### config.mk
export PLATFORM = sky130hd
export DESIGN_NAME = frame_detector
export DESIGN_NICKNAME = d
export VERILOG_FILES = /design/src/rtl/frame_detector_pkg.sv /design/src/rtl/frame_detector_fifo.sv /design/src/rtl/frame_detector.sv
export SDC_FILE = /design/constraint.sdc
export NUM_CORES = 2
export LEC_CHECK = 0
export ABC_AREA = 1
export CAP_MARGIN = 20
export CORE_MARGIN = 2
export CORE_UTILIZATION = 30
export DETAILED_ROUTE_END_ITERATION = 16
export HOLD_SLACK_MARGIN = 0.08
export PLACE_DENSITY_LB_ADDON = 0.12
export SYNTH_ARGS = -nofsm -noshare
export SYNTH_HDL_FRONTEND = slang
export SYNTH_SLANG_ARGS = --single-unit
### constraint.sdc
create_clock -name clk_in -period 15 [get_ports clk_in]
set_input_delay 3 -clock clk_in [delete_from_list [all_inputs] [get_ports clk_in]]
set_output_delay 3 -clock clk_in [all_outputs]
set_load 0.03 [all_outputs]
### src/rtl/frame_detector_pkg.sv
// Shared constants, state encodings, buffered-frame record and the word-wide
// CRC-16/XMODEM step used by the frame detector.
package frame_detector_pkg;

  localparam logic [15:0] HEADER_WORD  = 16'hE0E0;
  localparam logic [15:0] TRAILER_WORD = 16'h0E0E;
  localparam int          MAX_WORDS    = 8;
  localparam int          DATA_W       = MAX_WORDS * 16;
  // payload + CRC + first trailer word, the most BODY ever has to hold
  localparam int          BUF_WORDS    = MAX_WORDS + 2;

  typedef enum logic [2:0] {
    P_HUNT,
    P_HDR2,
    P_CHAN,
    P_BODY,
    P_CHECK
  } parse_state_t;

  typedef enum logic {
    S_IDLE,
    S_SHIFT
  } ser_state_t;

  typedef struct packed {
    logic [7:0]        ch;
    logic [3:0]        nwords;
    logic [DATA_W-1:0] gray;
  } frame_t;

  function automatic logic [15:0] crc16_step(input logic [15:0] crc, input logic [15:0] word);
    logic [15:0] c;
    c = crc ^ word;
    for (int i = 0; i < 16; i++) begin
      c = c[15] ? ({c[14:0], 1'b0} ^ 16'h1021) : {c[14:0], 1'b0};
    end
    return c;
  endfunction

endpackage

### src/rtl/frame_detector_fifo.sv
// Synchronous FIFO of complete checked frames; a push while full is dropped,
// a simultaneous push and pop leave the occupancy unchanged.
module frame_fifo
  import frame_detector_pkg::*;
#(
  parameter int DEPTH = 4
) (
  input  logic   clk_in,
  input  logic   rst_n,
  input  logic   i_push,
  input  frame_t i_data,
  input  logic   i_pop,
  output frame_t o_data,
  output logic   o_empty,
  output logic   o_full
);

  localparam int AW = (DEPTH > 1) ? $clog2(DEPTH) : 1;
  localparam int CW = $clog2(DEPTH + 1);

  frame_t         r_mem [DEPTH];
  logic [AW-1:0]  r_wr_ptr;
  logic [AW-1:0]  r_rd_ptr;
  logic [CW-1:0]  r_count;
  logic           w_do_push;
  logic           w_do_pop;

  assign o_empty   = (r_count == '0);
  assign o_full    = (r_count == CW'(DEPTH));
  assign w_do_push = i_push && !o_full;
  assign w_do_pop  = i_pop && !o_empty;
  assign o_data    = r_mem[r_rd_ptr];

  always_ff @(posedge clk_in) begin
    if (w_do_push) r_mem[r_wr_ptr] <= i_data;
  end

  always_ff @(posedge clk_in) begin
    if (!rst_n) begin
      r_wr_ptr <= '0;
      r_rd_ptr <= '0;
      r_count  <= '0;
    end else begin
      if (w_do_push) r_wr_ptr <= (r_wr_ptr == AW'(DEPTH - 1)) ? '0 : r_wr_ptr + AW'(1);
      if (w_do_pop)  r_rd_ptr <= (r_rd_ptr == AW'(DEPTH - 1)) ? '0 : r_rd_ptr + AW'(1);
      if (w_do_push && !w_do_pop)      r_count <= r_count + CW'(1);
      else if (w_do_pop && !w_do_push) r_count <= r_count - CW'(1);
    end
  end

endmodule

### src/rtl/frame_detector.sv
// Parses a framed 16-bit stream, checks its CRC-16/XMODEM, queues good frames
// and shifts their Gray-coded payload out MSB first on the selected channel.
module frame_detector
  import frame_detector_pkg::*;
#(
  parameter int FIFO_DEPTH = 4
) (
  input  logic        clk_in,
  input  logic        rst_n,
  input  logic [15:0] data_in,
  output logic        data_out_ch1, data_out_ch2, data_out_ch3, data_out_ch4,
  output logic        data_out_ch5, data_out_ch6, data_out_ch7, data_out_ch8,
  output logic        data_vld_ch1, data_vld_ch2, data_vld_ch3, data_vld_ch4,
  output logic        data_vld_ch5, data_vld_ch6, data_vld_ch7, data_vld_ch8,
  output logic        fifo_empty,
  output logic        fifo_full,
  output logic        crc_valid_o,
  output logic        crc_err
);

  parse_state_t      r_pstate, w_pnext;
  ser_state_t        r_sstate, w_snext;
  logic [15:0]       r_buf [BUF_WORDS];
  logic [3:0]        r_cnt;
  logic              r_prev_trl;
  logic [7:0]        r_ch;
  logic              r_crc_err;
  logic              w_chan_ok, w_trailer, w_overflow, w_match, w_push, w_pop;
  logic [3:0]        w_nwords;
  logic [15:0]       w_crc;
  logic [DATA_W-1:0] w_payload;
  frame_t            w_wr_frame, w_rd_frame;
  logic [DATA_W-1:0] r_sh;
  logic [7:0]        r_bits_left, r_sch, w_shamt, w_vld, w_out;
  logic              r_first;

  assign w_chan_ok  = (data_in[15:8] == 8'h00) && $onehot(data_in[7:0]);
  assign w_trailer  = (data_in == TRAILER_WORD) && r_prev_trl;
  // a 10th stored word is only legal as the first half of the trailer
  assign w_overflow = (r_cnt == 4'(BUF_WORDS)) ||
                      ((r_cnt == 4'(BUF_WORDS - 1)) && (data_in != TRAILER_WORD));

  always_comb begin
    w_pnext = r_pstate;
    case (r_pstate)
      P_HUNT:  if (data_in == HEADER_WORD) w_pnext = P_HDR2;
      P_HDR2:  w_pnext = (data_in == HEADER_WORD) ? P_CHAN : P_HUNT;
      P_CHAN:  w_pnext = w_chan_ok ? P_BODY : P_HUNT;
      P_BODY: begin
        if (w_trailer)       w_pnext = (r_cnt >= 4'd3) ? P_CHECK : P_HUNT;
        else if (w_overflow) w_pnext = P_HUNT;
      end
      // CHECK also hunts so a header arriving right after the trailer is kept
      P_CHECK: w_pnext = (data_in == HEADER_WORD) ? P_HDR2 : P_HUNT;
      default: w_pnext = P_HUNT;
    endcase
  end

  always_ff @(posedge clk_in) begin
    if (!rst_n) begin
      r_pstate   <= P_HUNT;
      r_cnt      <= '0;
      r_prev_trl <= 1'b0;
      r_ch       <= '0;
      r_crc_err  <= 1'b0;
    end else begin
      r_pstate  <= w_pnext;
      r_crc_err <= (r_pstate == P_CHECK) && !w_match;
      if (r_pstate == P_CHAN) begin
        r_ch       <= data_in[7:0];
        r_cnt      <= '0;
        r_prev_trl <= 1'b0;
      end else if (r_pstate == P_BODY && !w_trailer) begin
        r_cnt      <= r_cnt + 4'd1;
        r_prev_trl <= (data_in == TRAILER_WORD);
      end
    end
  end

  always_ff @(posedge clk_in) begin
    if (r_pstate == P_BODY && !w_trailer && r_cnt < 4'(BUF_WORDS)) r_buf[r_cnt] <= data_in;
  end

  // r_cnt still counts the first trailer word, so payload = r_cnt - 2
  assign w_nwords = r_cnt - 4'd2;

  always_comb begin
    w_crc     = '0;
    w_payload = '0;
    for (int i = 0; i < MAX_WORDS; i++) begin
      if (4'(i) < w_nwords) begin
        w_crc     = crc16_step(w_crc, r_buf[i]);
        w_payload = {w_payload[DATA_W-17:0], r_buf[i]};
      end
    end
  end

  assign w_match    = (w_crc == r_buf[w_nwords]);
  assign w_push     = (r_pstate == P_CHECK) && w_match;
  assign w_wr_frame = '{ch: r_ch, nwords: w_nwords, gray: w_payload ^ (w_payload >> 1)};

  frame_fifo #(.DEPTH(FIFO_DEPTH)) u_fifo (
    .clk_in  (clk_in),
    .rst_n   (rst_n),
    .i_push  (w_push),
    .i_data  (w_wr_frame),
    .i_pop   (w_pop),
    .o_data  (w_rd_frame),
    .o_empty (fifo_empty),
    .o_full  (fifo_full)
  );

  assign w_pop   = (r_sstate == S_IDLE) && !fifo_empty;
  assign w_shamt = 8'(DATA_W) - {w_rd_frame.nwords, 4'b0000};

  always_comb begin
    w_snext = r_sstate;
    case (r_sstate)
      S_IDLE:  if (!fifo_empty) w_snext = S_SHIFT;
      S_SHIFT: if (r_bits_left == 8'd1) w_snext = S_IDLE;
      default: w_snext = S_IDLE;
    endcase
  end

  always_ff @(posedge clk_in) begin
    if (!rst_n) begin
      r_sstate    <= S_IDLE;
      r_sh        <= '0;
      r_bits_left <= '0;
      r_sch       <= '0;
      r_first     <= 1'b0;
    end else begin
      r_sstate <= w_snext;
      if (w_pop) begin
        r_sh        <= w_rd_frame.gray << w_shamt;
        r_bits_left <= {w_rd_frame.nwords, 4'b0000};
        r_sch       <= w_rd_frame.ch;
        r_first     <= 1'b1;
      end else if (r_sstate == S_SHIFT) begin
        r_sh        <= {r_sh[DATA_W-2:0], 1'b0};
        r_bits_left <= r_bits_left - 8'd1;
        r_first     <= 1'b0;
      end
    end
  end

  always_comb begin
    w_vld       = (r_sstate == S_SHIFT) ? r_sch : 8'h00;
    w_out       = w_vld & {8{r_sh[DATA_W-1]}};
    crc_valid_o = (r_sstate == S_SHIFT) && r_first;
  end

  assign crc_err = r_crc_err;
  assign {data_vld_ch8, data_vld_ch7, data_vld_ch6, data_vld_ch5,
          data_vld_ch4, data_vld_ch3, data_vld_ch2, data_vld_ch1} = w_vld;
  assign {data_out_ch8, data_out_ch7, data_out_ch6, data_out_ch5,
          data_out_ch4, data_out_ch3, data_out_ch2, data_out_ch1} = w_out;

endmodule

==> results.json <==
{
  "finalWeightedCongestion": 0.958,
  "grt_max_degree": 89,
  "core_region_area_um2": 191000,
  "portBuffers": 37,
  "synth_compound_area_share_pct": 15.1,
  "syn_inst": 6927,
  "cts_root_buf": "clkbuf_16",
  "cts_max_path_buffers": 3,
  "postRouteAntennaNets": 0,
  "endpoint_kind": "flip-flop",
  "fin_skew_ns": 0.0517,
  "overflow": 0,
  "clockPowerShare_pct": 48.9,
  "antenna_found_initial": 13,
  "clk_pin_slew_ns": 0.06,
  "use_met3_pct": 2.85,
  "slew_violations": 0,
  "worstPathArrival_ns": 13.89,
  "setup_viol": 0,
  "finalSetupTns_ns": 0,
  "startpoint": "r_cnt[2]",
  "async_flop_share_pct": 0,
  "cts_hold_buf": 0,
  "yosysSeqAreaShare_pct": 48.4,
  "final_layout_size_suffix_gt1_share_pct": 10.7,
  "power_density_nw_per_um2": 92.2,
  "cts_buffers": 115,
  "ir_drop_uv": 90.4,
  "synth_top_family_by_area": "simple AND/OR/NAND/NOR gates",
  "yosys.area_share.simple_pct": 27.2,
  "placementRows": 160,
  "grt_pass1_wl_um": 356000,
  "yosysUniqueCellTypes": 68,
  "timing.fmax_mhz": 75.8,
  "power_mw": 5.97,
  "hpwlAfterDp_um": 180000,
  "power_leakage_nw": 25.6,
  "die_w_um": 443,
  "nets": 6893,
  "area_growth_syn_to_layout_pct": 12.2,
  "combPwrFrac_pct": 1.5,
  "start_kind": "flip-flop",
  "cp.required_ns": 15.70,
  "r2r-start": "r_cnt[2]",
  "internal-power_mw": 4.65,
  "finalHoldViolCount": 0,
  "start_util_pct": 30.3,
  "postPlaceCellArea_um2": 60900,
  "reg2reg_to": "u_fifo.r_count[2]",
  "synth_edf_count": 816,
  "max_stage_delay_ns": 0.94,
  "critPathMaxFanout": 58,
  "slew_headroom_pct": 20.5,
  "pwr-share-seq_pct": 49.5,
  "cpMostUsedCell": "nand2_1",
  "synth_fa_ha_area_share_pct": 0.651,
  "wl_per_cell_um": 26.3,
  "fin_crit_sh_pct": 87.9,
  "synth_seq_cells": 988,
  "hp-class": "reg2reg",
  "cp-endpoint": "u_fifo.r_count[2]",
  "wl_um": 248000,
  "cts_sinks": 988,
  "cts_htree_levels": 3,
  "synth_mux_area_share_pct": 0.503,
  "netlist_area_um2": 57700,
  "drt_iter0_drc": 5140,
  "synth_xor_area_share_pct": 2.23,
  "fin_area_um2": 64800,
  "gr-usage-met2_pct": 38.2,
  "p_switching_mw": 1.32,
  "drv_cap": 0,
  "die_y_um": 443,
  "switching_share_pct": 22.1,
  "cts_setup_buffers": 0,
  "grt_pass1_vias": 48015,
  "grt_usage_pct": 24.7,
  "vias_per_cell": 5.44,
  "ctsResizeCount": 0,
  "die-area_um2": 196000,
  "insertion_delay_ns": 0.78,
  "cts_tree": "built",
  "use_met1_pct": 35.7,
  "synth_top_flop_cell": "edfxtp_1",
  "path_class": "reg2reg",
  "busiest_layer": "met2",
  "fill_cells": 19971,
  "worstMarginPinSlew_ns": 1.18,
  "vias": 51470,
  "drt-pass1-iter-count": 5,
  "outcome": "finished clean",
  "period_needed_ns": 13.19,
  "num_io_pins": 38,
  "post-route-drc-count": 0,
  "r2r_cells": 83,
  "ff_latch_area_um2": 28000,
  "ys_warn_count": 0,
  "r2r_slack_ns": 1.81,
  "rsz0062_at_grt": "no",
  "avgSynthCellArea_um2": 8.33,
  "cp_slowest_cell": "ha_1",
  "multi_input_area_um2": 26800
}
-- per-stage QoR --
| stage | instances | hold WS [ns] | worst slack [ns] | utilization, % |
|---|---|---|---|---|
| after detailed placement | 9241 | 0.456 | 1.97 | 31.9 |
| after global routing | 9459 | 0.474 | 0.691 | 34.0 |
| after floorplan | 6990 | 0.435 | 0.431 | - |
| after global placement | 9239 | 0.452 | 1.70 | 31.9 |
| final | 9461 | 0.458 | 1.81 | 34.0 |
| after CTS | 9458 | 0.464 | 1.89 | 34.0 |
-- cell usage in the layout, fill, tap and decap left out, types with 28 or more instances in the layout --
master / n
a21oi_1: 285
a221oi_1: 32
a22oi_1: 29
a31oi_1: 90
a32o_1: 74
a32oi_1: 35
buf_4: 100
clkbuf_16: 115
clkdlybuf4s50_1: 31
clkinv_2: 32
conb_1: 64
dfxtp_1: 167
edfxtp_1: 816
inv_1: 392
inv_2: 50
mux2i_1: 29
nand2_1: 1954
nand2_2: 157
nand2_4: 38
nand3_1: 719
nand3_2: 119
nand4_1: 30
nor2_1: 329
o211ai_1: 101
o21ai_0: 588
o221ai_1: 52
o22ai_1: 71
xnor2_1: 28
xor2_1: 116
-- synth_stat cells (5+ instances only) --
library cell / number / share of area [%]
a211oi_1: 14 / 0.18
a21oi_1: 285 / 2.5
a221o_1: 9 / 0.16
a221oi_1: 32 / 0.49
a22o_1: 14 / 0.21
a22oi_1: 29 / 0.38
a31oi_1: 90 / 0.98
a32o_1: 74 / 1.3
a32oi_1: 36 / 0.55
and3_1: 8 / 0.087
buf_1: 72 / 0.47
buf_2: 14 / 0.12
buf_4: 6 / 0.078
buf_6: 7 / 0.14
clkbuf_1: 300 / 2.0
clkinv_1: 7 / 0.046
dfxtp_1: 172 / 6.0
edfxtp_1: 816 / 42
fa_1: 5 / 0.17
ha_1: 22 / 0.48
inv_1: 399 / 2.6
inv_2: 49 / 0.32
mux2i_1: 29 / 0.50
nand2_1: 1954 / 13
nand2_2: 157 / 1.7
nand2_4: 38 / 0.74
nand3_1: 719 / 6.2
nand3_2: 119 / 2.1
nand3b_1: 16 / 0.21
nand4_1: 30 / 0.33
nor2_1: 342 / 2.2
nor3_1: 20 / 0.17
nor4_1: 6 / 0.065
o211ai_1: 101 / 1.3
o21ai_0: 588 / 5.1
o21ai_1: 8 / 0.069
o221a_2: 7 / 0.14
o221ai_1: 52 / 0.79
o22ai_1: 71 / 0.77
or2_2: 20 / 0.22
xnor2_1: 28 / 0.43
xor2_1: 117 / 1.8
-- worst max-delay path, delay by kind of cell, from the launching register on --
family,cells,cell delay (ns)
and+or+nand+nor,70,9.63
DFF,1,0.38
adders and majority gates,3,1.46
AOI/OAI and AO/OA,4,0.48
buffers and inverters,6,1.03
-- layout make-up --
cell class / count / share of cell area, %
clock buffers: 141 / 4.65
clock inverters: 76 / 1.33
diodes: 2 / 0.00773
flip-flops and latches: 988 / 43.2
repair buffers: 145 / 1.96
multi-input cells: 5139 / 41.3
inverters: 459 / 2.72
well taps: 2511 / 4.85
-- logic make-up after synthesis --
family / after synthesis
xor gates and xnor gates: 146
adders and majority gates: 27
buffers and inverters: 863
and+or+nand+nor: 3449
DFF: 988
other: 1
AOI/OAI and AO/OA: 1424
muxes: 29
-- power groups by stage --
| stage | clock network (mW) | registers, mW | logic (mW) |
|---|---|---|---|
| final | 2.92 | 2.96 | 0.0923 |
| after global routing | 3.09 | 2.96 | 0.0992 |
| after CTS | 2.98 | 2.96 | 0.0927 |
| after floorplan | 0 | 3.02 | 0.0356 |
| after global placement | 0 | 3.02 | 0.0922 |
| after detailed placement | 0 | 3.02 | 0.0927 |
-- how the worst min path moves through the flow --
stage                   from        to  slack (ns)  cells past startpoint
CTS                 r_sh[77]  r_sh[77]        0.46                      2
global placement    r_sh[32]  r_sh[32]        0.45                      2
detailed placement  r_sh[77]  r_sh[77]        0.46                      2
finish              r_sh[77]  r_sh[77]        0.46                      2
global route        r_sh[32]  r_sh[32]        0.47                      2
floorplan           r_sh[32]  r_sh[32]        0.43                      2
-- metal layers --
layer / part of all wire [%] / routed length, um / vias to the layer above
li1: - / - / 23979
met1: 47 / 116000 / 25429
met2: 44 / 109000 / 1710
met3: 5.4 / 13400 / 350
met4: 4.0 / 9880 / 2
met5: 0.0048 / 12 / -
-- state kept, by name, summed over array words and instances (netlist names), named ones only --
register         cells
r_first              1
r_buf              256
r_ch                 8
crc_err              1
r_sch                8
r_cnt                4
r_prev_trl           1
u_fifo.r_mem       560
u_fifo.r_count       3
r_bits_left          8
r_sh               128
r_sstate             1
u_fifo.r_wr_ptr      2
u_fifo.r_rd_ptr      2
r_pstate             3
(Power assumes the default switching activity.)
